--- config.mk ---
export PLATFORM = sky130hd
export DESIGN_NAME = hall_input_filter
export DESIGN_NICKNAME = d
export VERILOG_FILES = /design/src/rtl/hall_pkg.sv /design/src/rtl/hall_debounce.sv /design/src/rtl/hall_input_filter.sv
export SDC_FILE = /design/constraint.sdc
export NUM_CORES = 1
export LEC_CHECK = 0
export CAP_MARGIN = 20
export CORE_UTILIZATION = 52
export CTS_BUF_LIST = sky130_fd_sc_hd__clkbuf_16
export CTS_CLUSTER_SIZE = 28
export DETAILED_ROUTE_END_ITERATION = 7
export GPL_ROUTABILITY_DRIVEN = 0
export GPL_TIMING_DRIVEN = 0
export HOLD_SLACK_MARGIN = 0.03
export PLACE_DENSITY = 0.77
export SETUP_SLACK_MARGIN = 0.2
export SYNTH_ARGS = -nofsm -noshare
export SYNTH_HDL_FRONTEND = slang
export SYNTH_SLANG_ARGS = --single-unit
--- constraint.sdc ---
create_clock -name clk -period 2.2 [get_ports clk]
set_input_delay 0.33 -clock clk [delete_from_list [all_inputs] [get_ports clk]]
set_output_delay 0.33 -clock clk [all_outputs]
set_load 0.01 [all_outputs]
--- src/rtl/hall_pkg.sv ---
`default_nettype none
// ============================================================================
// Module      : hall_pkg
// Description : Shared Hall-sensor definitions: the six legal sector codes in
//               forward order plus successor / legality helper functions.
//               Used by the input filter, the position counter and the
//               commutation logic, so the sequence is defined only here.
// Revision    : 1.0 - initial release
// ============================================================================
package hall_pkg;

    // Legal codes {a,b,c}, listed in forward rotation order.
    localparam logic [2:0] c_HALL_S0 = 3'b001;
    localparam logic [2:0] c_HALL_S1 = 3'b011;
    localparam logic [2:0] c_HALL_S2 = 3'b010;
    localparam logic [2:0] c_HALL_S3 = 3'b110;
    localparam logic [2:0] c_HALL_S4 = 3'b100;
    localparam logic [2:0] c_HALL_S5 = 3'b101;

    // All-low and all-high can never appear on a healthy sensor set.
    function automatic logic hall_is_legal(input logic [2:0] code);
        return (code != 3'b000) && (code != 3'b111);
    endfunction

    // Next code in forward rotation; illegal codes map to 000.
    function automatic logic [2:0] hall_fwd(input logic [2:0] code);
        logic [2:0] nxt;
        case (code)
            c_HALL_S0: nxt = c_HALL_S1;
            c_HALL_S1: nxt = c_HALL_S2;
            c_HALL_S2: nxt = c_HALL_S3;
            c_HALL_S3: nxt = c_HALL_S4;
            c_HALL_S4: nxt = c_HALL_S5;
            c_HALL_S5: nxt = c_HALL_S0;
            default:   nxt = 3'b000;
        endcase
        return nxt;
    endfunction

    // Next code in reverse rotation; illegal codes map to 000.
    function automatic logic [2:0] hall_rev(input logic [2:0] code);
        logic [2:0] nxt;
        case (code)
            c_HALL_S0: nxt = c_HALL_S5;
            c_HALL_S1: nxt = c_HALL_S0;
            c_HALL_S2: nxt = c_HALL_S1;
            c_HALL_S3: nxt = c_HALL_S2;
            c_HALL_S4: nxt = c_HALL_S3;
            c_HALL_S5: nxt = c_HALL_S4;
            default:   nxt = 3'b000;
        endcase
        return nxt;
    endfunction

endpackage : hall_pkg
`default_nettype wire

--- src/rtl/hall_debounce.sv ---
`default_nettype none
// ============================================================================
// Module      : hall_debounce
// Description : Two-flop synchroniser followed by a 3-bit vector debounce.
//               A code is accepted once the synchronised value has been seen
//               on DEBOUNCE_CYCLES+1 consecutive edges and differs from the
//               last accepted code.
// Ports       : clk    - system clock
//               reset  - synchronous, active-high reset
//               din    - asynchronous Hall pins {a,b,c}
//               dout   - current debounce candidate (the code being accepted
//                        whenever accept is high)
//               accept - high during the cycle whose closing edge accepts
//                        dout; the parent registers dout on that edge
// Revision    : 1.0 - initial release
// ============================================================================
module hall_debounce #(
    parameter int DEBOUNCE_CYCLES = 16   // must be >= 1
) (
    input  logic       clk,
    input  logic       reset,
    input  logic [2:0] din,
    output logic [2:0] dout,
    output logic       accept
);

    localparam int                 c_CNT_W    = $clog2(DEBOUNCE_CYCLES + 1);
    localparam logic [c_CNT_W-1:0] c_CNT_LAST = c_CNT_W'(DEBOUNCE_CYCLES - 1);

    logic [2:0]         r_s1;
    logic [2:0]         r_s2;
    logic [2:0]         r_cand;
    logic [c_CNT_W-1:0] r_cnt;
    // Local copy of the last accepted code. It mirrors the parent's hall
    // register so that a candidate equal to the current code never
    // re-triggers an accept while the counter sits saturated.
    logic [2:0]         r_held;
    logic               w_accept;

    assign w_accept = (r_s2 == r_cand) && (r_cnt == c_CNT_LAST) && (r_cand != r_held);

    always_ff @(posedge clk) begin
        if (reset) begin
            r_s1   <= 3'b000;
            r_s2   <= 3'b000;
            r_cand <= 3'b000;
            r_cnt  <= '0;
            r_held <= 3'b000;
        end else begin
            // Plain register chain: nothing may sit between the two stages.
            r_s1 <= din;
            r_s2 <= r_s1;

            if (r_s2 != r_cand) begin
                r_cand <= r_s2;
                r_cnt  <= '0;
            end else if (r_cnt != c_CNT_LAST) begin
                r_cnt <= r_cnt + 1'b1;
            end

            if (w_accept) begin
                r_held <= r_cand;
            end
        end
    end

    assign dout   = r_cand;
    assign accept = w_accept;

endmodule : hall_debounce
`default_nettype wire

--- src/rtl/hall_input_filter.sv ---
`default_nettype none
// ============================================================================
// Module      : hall_input_filter
// Description : Conditions the raw Hall pins for the position counter:
//               synchronise, debounce as a vector, decode each accepted
//               transition into a forward/reverse step pulse and flag
//               illegal codes and skipped sectors.
// Ports       : clk         - system clock
//               reset       - synchronous, active-high reset
//               hall_raw    - asynchronous Hall pins {a,b,c}
//               err_clear   - one-cycle pulse clearing the sticky flags
//               hall        - filtered Hall code {a,b,c}
//               hall_valid  - hall is a legal code
//               step_fwd    - one-cycle pulse per accepted forward step
//               step_rev    - one-cycle pulse per accepted reverse step
//               dir         - last step direction (1 = forward)
//               illegal_err - sticky: an illegal code was accepted
//               skip_err    - sticky: a non-adjacent legal step was accepted
// Revision    : 1.0 - initial release
// ============================================================================
module hall_input_filter
    import hall_pkg::*;
#(
    parameter int DEBOUNCE_CYCLES = 16
) (
    input  logic       clk,
    input  logic       reset,
    input  logic [2:0] hall_raw,
    input  logic       err_clear,
    output logic [2:0] hall,
    output logic       hall_valid,
    output logic       step_fwd,
    output logic       step_rev,
    output logic       dir,
    output logic       illegal_err,
    output logic       skip_err
);

    logic [2:0] w_cand;
    logic       w_accept;
    logic       w_old_legal;
    logic       w_new_legal;
    logic       w_is_fwd;
    logic       w_is_rev;
    logic       w_set_illegal;
    logic       w_set_skip;

    logic [2:0] r_hall;
    logic       r_hall_valid;
    logic       r_step_fwd;
    logic       r_step_rev;
    logic       r_dir;
    logic       r_illegal_err;
    logic       r_skip_err;

    hall_debounce #(
        .DEBOUNCE_CYCLES (DEBOUNCE_CYCLES)
    ) u_debounce (
        .clk    (clk),
        .reset  (reset),
        .din    (hall_raw),
        .dout   (w_cand),
        .accept (w_accept)
    );

    // Classification of the transition old = r_hall -> new = w_cand.
    // The successor comparisons are only meaningful for a legal old code
    // (hall_fwd/hall_rev return 000 otherwise), hence the w_old_legal gates.
    assign w_old_legal   = hall_is_legal(r_hall);
    assign w_new_legal   = hall_is_legal(w_cand);
    assign w_is_fwd      = w_old_legal && (w_cand == hall_fwd(r_hall));
    assign w_is_rev      = w_old_legal && (w_cand == hall_rev(r_hall));
    assign w_set_illegal = w_accept && !w_new_legal;
    assign w_set_skip    = w_accept && w_old_legal && w_new_legal && !w_is_fwd && !w_is_rev;

    always_ff @(posedge clk) begin
        if (reset) begin
            r_hall        <= 3'b000;
            r_hall_valid  <= 1'b0;
            r_step_fwd    <= 1'b0;
            r_step_rev    <= 1'b0;
            r_dir         <= 1'b0;
            r_illegal_err <= 1'b0;
            r_skip_err    <= 1'b0;
        end else begin
            r_step_fwd <= 1'b0;
            r_step_rev <= 1'b0;

            if (w_accept) begin
                r_hall       <= w_cand;
                r_hall_valid <= w_new_legal;
                // Re-acquisition from an illegal code (including the
                // post-reset 000) falls through with no step and no error.
                if (w_is_fwd) begin
                    r_step_fwd <= 1'b1;
                    r_dir      <= 1'b1;
                end else if (w_is_rev) begin
                    r_step_rev <= 1'b1;
                    r_dir      <= 1'b0;
                end
            end

            // A set event in the same cycle as err_clear keeps the flag high.
            r_illegal_err <= w_set_illegal || (r_illegal_err && !err_clear);
            r_skip_err    <= w_set_skip    || (r_skip_err    && !err_clear);
        end
    end

    assign hall        = r_hall;
    assign hall_valid  = r_hall_valid;
    assign step_fwd    = r_step_fwd;
    assign step_rev    = r_step_rev;
    assign dir         = r_dir;
    assign illegal_err = r_illegal_err;
    assign skip_err    = r_skip_err;

endmodule : hall_input_filter
`default_nettype wire

==> results.sh <==
export IMPL_yosysSeqAreaShare=0.4245
export IMPL_critPathTopFamily="simple AND/OR/NAND/NOR gates"
export IMPL_clk_latency_ns=0.25
export IMPL_clkSinkCount=23
export IMPL_tns_ns=0
export IMPL_globalRouteTotalUtil=0.1952
export IMPL_drt_iter0_drc=8
export IMPL_setup_violations=0
export IMPL_post_cts_buffers=0
export IMPL_stdcell_count=158
export IMPL_synth_edff_count=0
export IMPL_cp_required_ns=2.39
export IMPL_cts_buffer_depth=2
export IMPL_max_stage_delay_ns=0.39
export IMPL_first_pass_iters=4
export IMPL_timing_hold_ws_ns=0.4498
export IMPL_insertedDiodeCount=0
export IMPL_worst_setup_path_type="flop to flop"
export IMPL_fin_crit_sh=0.8527
export IMPL_initial_utilization=0.5529
export IMPL_holdCritPathClass="flop to flop"
export IMPL_dp_hpwl_um=1438
export IMPL_power_uw=875.4
export IMPL_gr_total_overflow=0
export IMPL_final_hold_violation_count=0
export IMPL_htreeDepth=1
export IMPL_antenna_found_initial=0
export IMPL_max_slew_margin=0.6292
export IMPL_fmax_mhz=533.1
export IMPL_crit_path_end_kind="flop"
export IMPL_path_cells="ha_1, and3_1, ha_1, buf_2, o41ai_4, or3_1, a21oi_2"
export IMPL_ys_warn_count=0
export IMPL_netlist_instances=113
export IMPL_ant_nets=0
export IMPL_fin_worst_skew_ns=0.003711
export IMPL_worst_pin_slew_ns=0.5543
export IMPL_yosysUniqueCellTypes=33
export IMPL_powerDensity_nw_per_um2=653.3
export IMPL_cp_arrival_ns=2.07
export IMPL_vdd_drop_max_mv=0.5297
export IMPL_min_period_ns=1.876
export IMPL_synth_net_count=121
export IMPL_core_rowCount=16
export IMPL_fill_cells=173
export IMPL_worstSetupStartpointType="flop"
export IMPL_cpMostUsedCell="ha_1"
export IMPL_wl_um=1992
export IMPL_synth_seq_cells=23
export IMPL_syn_avg_cell_area_sq_um=9.600
export IMPL_grt_max_degree=14
export IMPL_route_detailed_drc=0
export IMPL_via_per_inst=5.430
export IMPL_crit_path_max_fanout=10
export IMPL_nets=140
export IMPL_cts_tree="yes"
export IMPL_drv_cap=0
export IMPL_synthFlopType="dfxtp_1"
export IMPL_drive_above_1_share=0.1145
export IMPL_async_flop_share=0
export IMPL_numPlacedInstances=154
export IMPL_io_pins=15
export IMPL_die_w_um=47.68
export IMPL_rrSetupSlack_ns=0.32
export IMPL_grt_pass1_vias=729
export IMPL_slowest_stage="or3_1"
export IMPL_syn_area_sq_um=1085
export IMPL_grt_pass1_wl_um=2994
export IMPL_root_buffer="clkbuf_16"
export IMPL_clk_pin_slew_ns=0.06
export IMPL_post_route_util=0.6830
export IMPL_ctsHoldBuffers=0
export IMPL_core_area_sq_um=1962
export IMPL_wl_per_cell_um=12.61
export IMPL_cp_num_buf_inv=1
export IMPL_status="finished, final reports clean"
export IMPL_die_area_sq_um=2273
export IMPL_port_buffers=14
export IMPL_cts_buffers=3
export IMPL_syn2layout_area_growth_pct=23.53
export IMPL_grt_setup_unrepaired="no"
export IMPL_vias=858
export IMPL_slew_violations=0
export IMPL_die_h_um=47.68
export IMPL_leakage_uw=0.0005313
==> area by class of cell <==
cell class / count / area, sq um / area share
plain buffers: 9 / 55.05 / 0.04108
clock buffers: 3 / 75.07 / 0.05602
clock inverters: 1 / 5.005 / 0.003735
inverters: 1 / 3.754 / 0.002801
multi-input cells: 80 / 566.8 / 0.4230
flip-flops and latches: 23 / 460.4 / 0.3436
well taps: 27 / 33.78 / 0.02521
repair buffers: 14 / 140.1 / 0.1046
==> what timing repair did <==
item,in CTS,in global routing
gates cloned,0,0
setup endpoints to repair,2,1
endpoints found under the hold margin,0,0
resized for setup,1,1
==> cell usage after synthesis, types with 2 or more instances <==
master    count  area share
ha_1          2       0.023
nor2_1       10       0.035
xor2_1        8       0.065
nor4bb_1      4       0.037
a22oi_1       2       0.014
a21oi_1       5       0.023
nor3_1        4       0.018
dfxtp_1      23        0.42
clkbuf_1      3       0.010
nand3_1       4       0.018
nor2b_1      11       0.063
o21ai_0       5       0.023
or3_1         2       0.012
nand2b_1      3       0.017
buf_6         2       0.021
and3_1        3       0.017
xnor2_1       2       0.016
buf_2         4       0.018
a211oi_1      2       0.014
==> kinds of logic after synthesis <==
family	count (synthesis)	synth area share
buffers and inverters	10	0.05305
AOI/OAI and AO/OA	21	0.1476
and+or+nand+nor	46	0.2618
adders and majority gates	2	0.02306
xor gates and xnor gates	10	0.08074
muxes	1	0.009228
DFF	23	0.4245
==> cell usage in the layout, fill, tap and decap left out, types with 4 or more instances in the layout <==
cell | Yosys | final
nor3_1 | 4 | 4
clkdlybuf4s50_1 | 0 | 14
o21ai_0 | 5 | 5
nor4bb_1 | 4 | 4
nand3_1 | 4 | 4
nor2b_1 | 11 | 11
a21oi_1 | 5 | 5
xor2_1 | 8 | 8
dfxtp_1 | 23 | 23
nor2_1 | 10 | 10
buf_2 | 4 | 5
==> power breakdown <==
| group | internal, uW | leakage [uW] | switching, uW |
|---|---|---|---|
| sequential | 427 | 0.000187 | 5.76 |
| clock | 244 | 0.0000409 | 139 |
| combinational | 27.9 | 0.000303 | 32.0 |
==> metal layers <==
layer  vias up  global-route usage  part of all wire
met3         2             0.04906             0.026
li1        437                   -                 -
met4         0              0.1278            0.0070
met5         -                   0                 0
met1       408              0.2135              0.43
met2        11              0.3342              0.53
==> flip-flops by register name, summed over array words and instances, names as in the netlist, 3 cells and up <==
name / cells
u_debounce.r_held: 3
u_debounce.dout: 3
u_debounce.r_cnt: 5
u_debounce.r_s2: 3
u_debounce.r_s1: 3
==> per-stage QoR <==
| step | setup WS [ns] | instance area [sq um] |
|---|---|---|
| 2_1_floorplan | 0.4004 | 1085 |
| 3_3_place_gp | 0.2043 | 1259 |
| 3_5_place_dp | 0.1285 | 1259 |
| 4_1_cts | 0.3019 | 1340 |
| 5_1_grt | 0.2071 | 1340 |
| 6_report | 0.3240 | 1340 |
==> final timing paths <==
| kind | start | endpoint | depth (start not counted) |
|---|---|---|---|
| worst min register to register | u_debounce.r_s1[2] | u_debounce.r_s2[2] | 1 |
| worst max-delay path | u_debounce.r_cnt[0] | illegal_err | 7 |
| worst min-delay path | u_debounce.r_s1[2] | u_debounce.r_s2[2] | 1 |
| worst max register to register | u_debounce.r_cnt[0] | illegal_err | 7 |
No activity file was read; power rests on OpenSTA's default activity.
